<file path="src/rtl/fetch_seq_ctrl_if.sv">
// Instruction-memory request/acknowledge port used by the fetch sequencer.
interface fetch_seq_ctrl_if;
   logic        imem_req;
   logic [31:0] imem_addr;
   logic        imem_ack;
   logic [31:0] imem_rdata;

   modport master (
      output imem_req,
      output imem_addr,
      input  imem_ack,
      input  imem_rdata
   );

   modport slave (
      input  imem_req,
      input  imem_addr,
      output imem_ack,
      output imem_rdata
   );
endinterface

</file>
<file path="src/rtl/fetch_seq_ctrl.sv">
// Fetch sequencer: owns pc_f and the IF/ID register, runs a variable-latency
// req/ack fetch port, absorbs ID stalls in a one-entry skid buffer and applies
// branch/jump redirects with delay-slot semantics.
//
//   state    | meaning
//   ---------+-------------------------------------------------------------
//   ST_IDLE  | post-reset bubble, no request; moves to ST_FETCH next cycle
//   ST_FETCH | imem_req high for address pc_f until imem_ack
//   ST_HOLD  | skid buffer full, no request; drains into IF/ID when ID frees
module fetch_seq_ctrl #(
   parameter logic [31:0] RESET_PC = 32'h0000_3000
) (
   input  logic               clk,
   input  logic               rst_n,
   input  logic               stall_d,
   input  logic               redirect_valid,
   input  logic [31:0]        redirect_pc,
   fetch_seq_ctrl_if.master   imem,
   output logic               if_valid,
   output logic [31:0]        if_instr,
   output logic [31:0]        if_pc,
   output logic [31:0]        pc_f
);

   typedef enum logic [1:0] {
      ST_IDLE  = 2'd0,
      ST_FETCH = 2'd1,
      ST_HOLD  = 2'd2
   } state_t;

   state_t      state_q, state_d;
   logic [31:0] pc_f_q, pc_f_d;
   logic        if_valid_q, if_valid_d;
   logic [31:0] if_instr_q, if_instr_d;
   logic [31:0] if_pc_q, if_pc_d;
   logic [31:0] buf_instr_q, buf_instr_d;
   logic [31:0] buf_pc_q, buf_pc_d;
   logic        redir_pend_q, redir_pend_d;
   logic [31:0] redir_tgt_q, redir_tgt_d;

   logic        redir_take;
   logic        fetch_done;
   logic        ifid_blocked;

   // A redirect seen while ID is stalled is dropped; the next-PC logic repeats it.
   assign redir_take   = redirect_valid & ~stall_d;
   assign fetch_done   = (state_q == ST_FETCH) & imem.imem_ack;
   assign ifid_blocked = stall_d & if_valid_q;

   // Next-state, PC, IF/ID and skid-buffer update
   always_comb begin
      state_d      = state_q;
      pc_f_d       = pc_f_q;
      if_valid_d   = if_valid_q;
      if_instr_d   = if_instr_q;
      if_pc_d      = if_pc_q;
      buf_instr_d  = buf_instr_q;
      buf_pc_d     = buf_pc_q;
      redir_pend_d = redir_pend_q;
      redir_tgt_d  = redir_tgt_q;

      unique case (state_q)
         ST_IDLE: begin
            state_d = ST_FETCH;
            if (redir_take) begin
               pc_f_d = redirect_pc;
            end
            if (!stall_d) begin
               if_valid_d = 1'b0;
            end
         end

         ST_FETCH: begin
            if (fetch_done) begin
               if (ifid_blocked) begin
                  buf_instr_d = imem.imem_rdata;
                  buf_pc_d    = pc_f_q;
                  state_d     = ST_HOLD;
               end else begin
                  if_valid_d = 1'b1;
                  if_instr_d = imem.imem_rdata;
                  if_pc_d    = pc_f_q;
               end
               // The completing fetch is the delay slot of any redirect in flight.
               if (redir_take) begin
                  pc_f_d       = redirect_pc;
                  redir_pend_d = 1'b0;
               end else if (redir_pend_q) begin
                  pc_f_d       = redir_tgt_q;
                  redir_pend_d = 1'b0;
               end else begin
                  pc_f_d = pc_f_q + 32'd4;
               end
            end else begin
               // The address must stay put until ack, so park the target.
               if (redir_take) begin
                  redir_pend_d = 1'b1;
                  redir_tgt_d  = redirect_pc;
               end
               if (!ifid_blocked && !stall_d) begin
                  if_valid_d = 1'b0;
               end
            end
         end

         ST_HOLD: begin
            if (!stall_d) begin
               if_valid_d = 1'b1;
               if_instr_d = buf_instr_q;
               if_pc_d    = buf_pc_q;
               state_d    = ST_FETCH;
               // Buffer already holds the delay slot; the target is next.
               if (redir_take) begin
                  pc_f_d = redirect_pc;
               end
            end
         end

         default: begin
            state_d = ST_IDLE;
         end
      endcase
   end

   // State and datapath registers with asynchronous active-low reset
   always_ff @(posedge clk or negedge rst_n) begin
      if (!rst_n) begin
         state_q      <= ST_IDLE;
         pc_f_q       <= RESET_PC;
         if_valid_q   <= 1'b0;
         if_instr_q   <= 32'd0;
         if_pc_q      <= 32'd0;
         buf_instr_q  <= 32'd0;
         buf_pc_q     <= 32'd0;
         redir_pend_q <= 1'b0;
         redir_tgt_q  <= 32'd0;
      end else begin
         state_q      <= state_d;
         pc_f_q       <= pc_f_d;
         if_valid_q   <= if_valid_d;
         if_instr_q   <= if_instr_d;
         if_pc_q      <= if_pc_d;
         buf_instr_q  <= buf_instr_d;
         buf_pc_q     <= buf_pc_d;
         redir_pend_q <= redir_pend_d;
         redir_tgt_q  <= redir_tgt_d;
      end
   end

   assign imem.imem_req  = (state_q == ST_FETCH);
   assign imem.imem_addr = pc_f_q;
   assign if_valid       = if_valid_q;
   assign if_instr       = if_instr_q;
   assign if_pc          = if_pc_q;
   assign pc_f           = pc_f_q;

endmodule
</file>
<file path="src/flat_wrapper.sv">
// flat-port wrapper written by rule: the top's interface ports become plain ports
module fetch_seq_ctrl_flat 
#(
   parameter logic [31:0] RESET_PC = 32'h0000_3000
)
  (clk, rst_n, stall_d, redirect_valid, redirect_pc, if_valid, if_instr, if_pc, pc_f, imem_imem_req, imem_imem_addr, imem_imem_ack, imem_imem_rdata);
  fetch_seq_ctrl_if imem_i ();
  input  logic clk;
  input  logic rst_n;
  input  logic stall_d;
  input  logic redirect_valid;
  input  logic [31:0] redirect_pc;
  output logic if_valid;
  output logic [31:0] if_instr;
  output logic [31:0] if_pc;
  output logic [31:0] pc_f;
  output wire logic [$bits(imem_i.imem_req)-1:0] imem_imem_req;
  output wire logic [$bits(imem_i.imem_addr)-1:0] imem_imem_addr;
  input wire logic [$bits(imem_i.imem_ack)-1:0] imem_imem_ack;
  input wire logic [$bits(imem_i.imem_rdata)-1:0] imem_imem_rdata;
  assign imem_imem_req = imem_i.imem_req;
  assign imem_imem_addr = imem_i.imem_addr;
  assign imem_i.imem_ack = imem_imem_ack;
  assign imem_i.imem_rdata = imem_imem_rdata;
  fetch_seq_ctrl #(.RESET_PC(RESET_PC)) u_core (.clk(clk), .rst_n(rst_n), .stall_d(stall_d), .redirect_valid(redirect_valid), .redirect_pc(redirect_pc), .imem(imem_i), .if_valid(if_valid), .if_instr(if_instr), .if_pc(if_pc), .pc_f(pc_f));
endmodule
</file>
<file path="config.mk">
export PLATFORM = sky130hd
export DESIGN_NAME = fetch_seq_ctrl_flat
export DESIGN_NICKNAME = d
export VERILOG_FILES = /design/src/rtl/fetch_seq_ctrl_if.sv /design/src/rtl/fetch_seq_ctrl.sv /design/src/flat_wrapper.sv
export SDC_FILE = /design/constraint.sdc
export NUM_CORES = 1
export LEC_CHECK = 0
export ABC_AREA = 1
export ABC_CLOCK_PERIOD_IN_PS = 1750
export BUFFER_PORTS_ARGS = -buffer_cell sky130_fd_sc_hd__buf_2
export CAP_MARGIN = 40
export CORE_MARGIN = 4
export CORE_UTILIZATION = 40
export CTS_BUF_LIST = sky130_fd_sc_hd__clkbuf_8
export CTS_CLUSTER_DIAMETER = 120
export CTS_CLUSTER_SIZE = 25
export DETAILED_ROUTE_END_ITERATION = 10
export GPL_ROUTABILITY_DRIVEN = 0
export GPL_TIMING_DRIVEN = 0
export PLACE_DENSITY_LB_ADDON = 0.15
export SLEW_MARGIN = 20
export SYNTH_ARGS = -nofsm -noshare
export SYNTH_HDL_FRONTEND = slang
export SYNTH_SLANG_ARGS = --single-unit
export TNS_END_PERCENT = 30
</file>
<file path="constraint.sdc">
create_clock -name clk -period 1.75 [get_ports clk]
set_input_delay 0.175 -clock clk [delete_from_list [all_inputs] [get_ports clk]]
set_output_delay 0.175 -clock clk [all_outputs]
set_load 0.02 [all_outputs]
</file>
[After elaboration in Yosys (flattened, before gate mapping)]
Cells that the tools add are included.
Storage, ports and cells
  bits in registers: 196
  output and inout bits: 130
  word-level logic and storage cells: 64
Cells by class
  add/subtract/negate cells: 1
  equality and inequality tests: 9
  mux-type cells: 26
  bitwise gates (word level): 5
  reductions and logical operators: 14
Operator list (number)
  2-to-1 mux 32 bit: 11
  case mux 32 bit (2 select lines): 2
  case mux 32 bit (3 select lines): 1
  adder 32 x 3 -> 32 bit (second input constant): 1
  AND reduction 3 bit: 4
  2-to-1 mux 1 bit: 7
  2-to-1 mux 2 bit: 3
  != test 2 bit (second input constant): 3
  case mux 2 bit (3 select lines): 1
  AND reduction 5 bit: 1
  != test 2 x 1 -> 1 bit (second input constant): 2
  AND reduction 4 bit: 1
  nonzero test 2 bit: 2
  AND 1 bit: 3
  != test 3 x 1 -> 1 bit (second input constant): 1
  != test 3 bit (second input constant): 1
  case mux 1 bit (3 select lines): 1
  nonzero test 3 bit: 1
  == test 2 x 1 -> 1 bit (second input constant): 1
  == test 2 bit (second input constant): 1
  logical NOT 1 bit: 2
  logical NOT 2 bit: 1
  NOT 1 bit: 2
  AND reduction 2 bit: 1
  logical AND 1 bit: 1

[Depth between registers and ports, before layout]
  word-level depth: 6
  gate-level depth with buffers: 11
  depth with buffers taken out: 10

[Worst setup path after synthesis]
No wires, ideal clock.
  kind: reg-to-reg
  start: register u_core.state_q[1]
  end: register u_core.pc_f_q[26] (netlist: u_core.imem.imem_addr[26])
  setup time: 0.122 ns
  arrival time: 1.662 ns
  slack: -0.034 ns
  cell stages (with the launch flop): 12
  path buffers: 2
  cells stage by stage: dfrtp_1 > inv_1 > ha_1 > buf_4 > inv_2 > o21ai_2 > nor2_2 > o21ai_4 > inv_4 > buf_4 > nor2_1 > a21oi_1
Between the ends
  word-level cells in the longest chain between the ends: 4
  elaborated cells between the ends (all ways): 9
RTL lines
  start, declared: RTL line fetch_seq_ctrl.sv:31  | state_t state_q, state_d;
  start signal, assigned: RTL line fetch_seq_ctrl.sv:138  | state_q <= state_d;
  == test 2 x 1 -> 1 bit *
  via imem_imem_req: RTL line flat_wrapper.sv:17  | output wire logic [$bits(imem_i.imem_req)-1:0] imem_imem_req;
  AND 1 bit: RTL line fetch_seq_ctrl.sv:47  | assign fetch_done = (state_q == ST_FETCH) & imem.imem_ack;
  != test 2 x 1 -> 1 bit (no source line)
  AND reduction 3 bit (no source line)
  end signal, assigned: RTL line fetch_seq_ctrl.sv:139  | pc_f_q <= pc_f_d;
  end, declared: RTL line fetch_seq_ctrl.sv:32  | logic [31:0] pc_f_q, pc_f_d;
Mark *: on every way through the listed nets, which the timed path passes. The rest lies on a longest branch.
A chain may end at the register's enable or synchronous reset.

[Final worst setup path]
  start: register u_core.state_q[1]
  end: register u_core.pc_f_q[4] (netlist: u_core.imem.imem_addr[4])
Between the ends
  word-level cells in the longest chain between the ends: 4
  elaborated cells between the ends (all ways): 9
RTL lines (RTL line)
  == test 2 x 1 -> 1 bit: fetch_seq_ctrl.sv:47, fetch_seq_ctrl.sv:62
  AND 1 bit: fetch_seq_ctrl.sv:47
  != test 2 x 1 -> 1 bit (no source line)
  AND reduction 3 bit (no source line)
Parallel ways exist; a longest one is shown, timed or not.

==> results.ini <==
[floorplanning]
floorplan.initialDensity_pct = 40.7
coreArea_mm2 = 0.0235
die_area_mm2 = 0.0265
chipHeight_um = 163
row_count = 56
die_w_um = 163
pin_count = 199

[critical_path]
reg2reg_depth = 11
path_delay_family = buffers and inverters
worstSetupPathType = reg -> reg
crit_path_end_kind = flop
crit_cells = 11
crit_path_max_incr_delay_ns = 0.41
critPathLaunchType = flop
slowest_stage = dfrtp_1
required_ns = 2.14
cp_max_fo = 7
path_buf_inv = 5
critical_path.most_common_cell = o21ai_4
cp_cell_sequence = inv_2 > ha_4 > buf_6 > inv_6 > o21ai_4 > nor2_4 > o21ai_4 > buf_12 > clkbuf_16 > a21oi_1 > a22oi_1
cp.arrival_ns = 2.21

[sta]
hold_viol = 0
worst_pin_slew_ns = 0.800
setup_ws_ns = -0.0662
finalCriticalPeriod_ns = 1.82
fin_crit_sh_pct = 104
finalMaxSlewViolations = 0
setup_violations = 29
skew_ns = 0.0159
slew_headroom_pct = 46.7
clock.fmax_mhz = 551
tns_ns = -1.12
rsz0062_at_grt = true

[clock_tree]
cts_htree_levels = 4
path_clk_slew_ns = 0.11
worstSkewPairLatency_ns = 0.47
cts_made_buffers = 17
cts.path.max_buffers = 2
cts_tree = done
cts_num_sinks = 196
clk_root_buffer_cell = clkbuf_8

[flow_run]
drv_cap = 0

[synth]
yosys.area.top_type_share_pct = 50.6
yosys.area.top_type = dfrtp_1
ys_warn_count = 0
synth_fp_nets = 1293
ys_ff_latch = 196
synthCells = 1218
syn_area_per_cell_um2 = 7.88
synth.distinct_cells = 26
synth_area_leaders = dfrtp_1, a21oi_1, nand2_1, nor2_1, o21ai_0
syn_area_mm2 = 0.00959
ys_seq_area_share_pct = 51.2

[detailed_routing]
routed_wl_um = 30300
num_vias = 9094
vias_per_cell = 4.90
first_pass_iters = 5
drc_errors = 0
drt_iter0_drc = 699
drt-wirelength-per-cell_um = 16.3
ant_nets = 0

[cells_and_area]
final_design_area_no_fill_mm2 = 0.0128
layout_commonest_cell = nand2_1
areaGrowthSynthToFinish_pct = 33.6
final_util_pct = 54.4
layout-drive-gt1-share_pct = 27.9
final_cell_mix = nand2_1, buf_2, dfrtp_1, a21oi_1, nor2_1
fin_nets = 1600
antenna_cells = 0
finalNonFillerCells = 1857

[global_routing]
grt_antenna_before_repair = 0
overflow = 0
grt_pass1_wl_um = 46700
grt_start_max_net_pins = 89
grt_usage_pct = 22.3
grt_pass1_vias = 8592

[power_and_ir_drop]
p_leak_nw = 6.08
vdd_drop_max_v = 0.00101
powerDensity_mw_per_mm2 = 1990

[outcome]
violations = negative setup slack
status = finished, violations left

[place]
dp_hpwl_um = 22200
dp_cells = 1737
port_buffers = 198
postPlaceCellArea_mm2 = 0.0111
pre_cts_ws_ns = -0.520

[hold_path]
whs_path_depth = 4
worstHoldPathType = in -> reg

[registers in the layout, summed over array words and instances (netlist names)]
signal                 flops
u_core.if_instr           32
u_core.redir_pend_q        1
u_core.buf_pc_q           32
u_core.buf_instr_q        32
u_core.if_valid            1
u_core.imem.imem_addr     32
u_core.redir_tgt_q        32
u_core.state_q             2
u_core.if_pc              32
[what timing repair did]
item	CTS	global route
hold buffers	65	0
pin swaps	2	29
setup buffers	7	11
resized for setup	67	122
endpoints found under the setup margin	194	191
gates cloned	0	5
hold endpoints to repair	178	0
[cells by family (layout without fill, tap and decap cells)]
kind of cell               count (synthesis)  count (layout)  synth area share, %
AOI/OAI and AO/OA                        346             346                 18.6
muxes                                      1               1                0.117
buffers and inverters                    210             530                 10.1
DFF                                      196             196                 51.2
adders and majority gates                  6               6                0.783
and+or+nand+nor                          456             456                 18.9
xor gates and xnor gates                   3               3                0.274
[synth_stat cells (all sizes together)]
| master | instances |
|---|---|
| a21oi | 196 |
| a22oi | 14 |
| buf | 69 |
| clkbuf | 28 |
| dfrtp | 194 |
| dfstp | 2 |
| ha | 6 |
| inv | 113 |
| mux2 | 1 |
| nand2 | 223 |
| nand3 | 37 |
| nand4 | 2 |
| nor2 | 194 |
| o211ai | 2 |
| o21ai | 134 |
| xor2 | 3 |
[power by group]
group          internal [mW]  switching (mW)
combinational           5.38            8.94
clock                   1.33            1.71
sequential              6.71            1.48
total                   13.4            12.1
[final cells by class]
type / count / area [µm²]
fill: 2306 / 10700
clock buffer: 18 / 248
tap: 319 / 399
multi-input combinational: 812 / 3990
buffer: 97 / 728
sequential: 196 / 4910
clock inverter: 14 / 153
inverter: 113 / 439
timing repair buffer: 288 / 1940
[worst reg2reg max path, stage by stage (launching register included)]
cell,delay (ns)
dfrtp_1,0.41
inv_2,0.10
ha_4,0.14
buf_6,0.13
inv_6,0.04
o21ai_4,0.20
nor2_4,0.07
o21ai_4,0.11
buf_12,0.18
clkbuf_16,0.15
a21oi_1,0.04
a22oi_1,0.17
[per-stage QoR]
stage | power [mW] | hold slack [ns]
final | 25.6 | 0.0827
after global routing | 27.6 | 0.0629
after CTS | 24.6 | 0.0579
after detailed placement | 20.8 | 0.0328
after global placement | 20.6 | 0.396
after floorplan | 16.5 | -0.121
[per-layer routing]
layer	track usage [%]	routed length, µm	up-vias
li1	-	-	4520
met1	31.4	13700	4239
met2	36.5	14400	298
met3	3.16	1690	37
met4	5.53	449	0
met5	0	0	-
[final timing paths]
check                                                start                              endpoint  slack [ns]
max                          u_core.state_q[1]$_DFFE_PN0P_  u_core.imem.imem_addr[4]$_DFFE_PN0P_       -0.07
min                                          imem_imem_ack     u_core.redir_tgt_q[4]$_DFFE_PN0P_        0.08
max reg2reg                  u_core.state_q[1]$_DFFE_PN0P_  u_core.imem.imem_addr[4]$_DFFE_PN0P_       -0.07
min reg2reg                u_core.buf_pc_q[15]$_DFFE_PN0N_       u_core.buf_pc_q[15]$_DFFE_PN0N_        0.49
max in group asynchronous                            rst_n    u_core.buf_instr_q[25]$_DFFE_PN0N_        0.49
min in group asynchronous                            rst_n        u_core.if_instr[8]$_DFFE_PN0P_        0.14
Note: power is estimated with default switching activity, not from simulation.
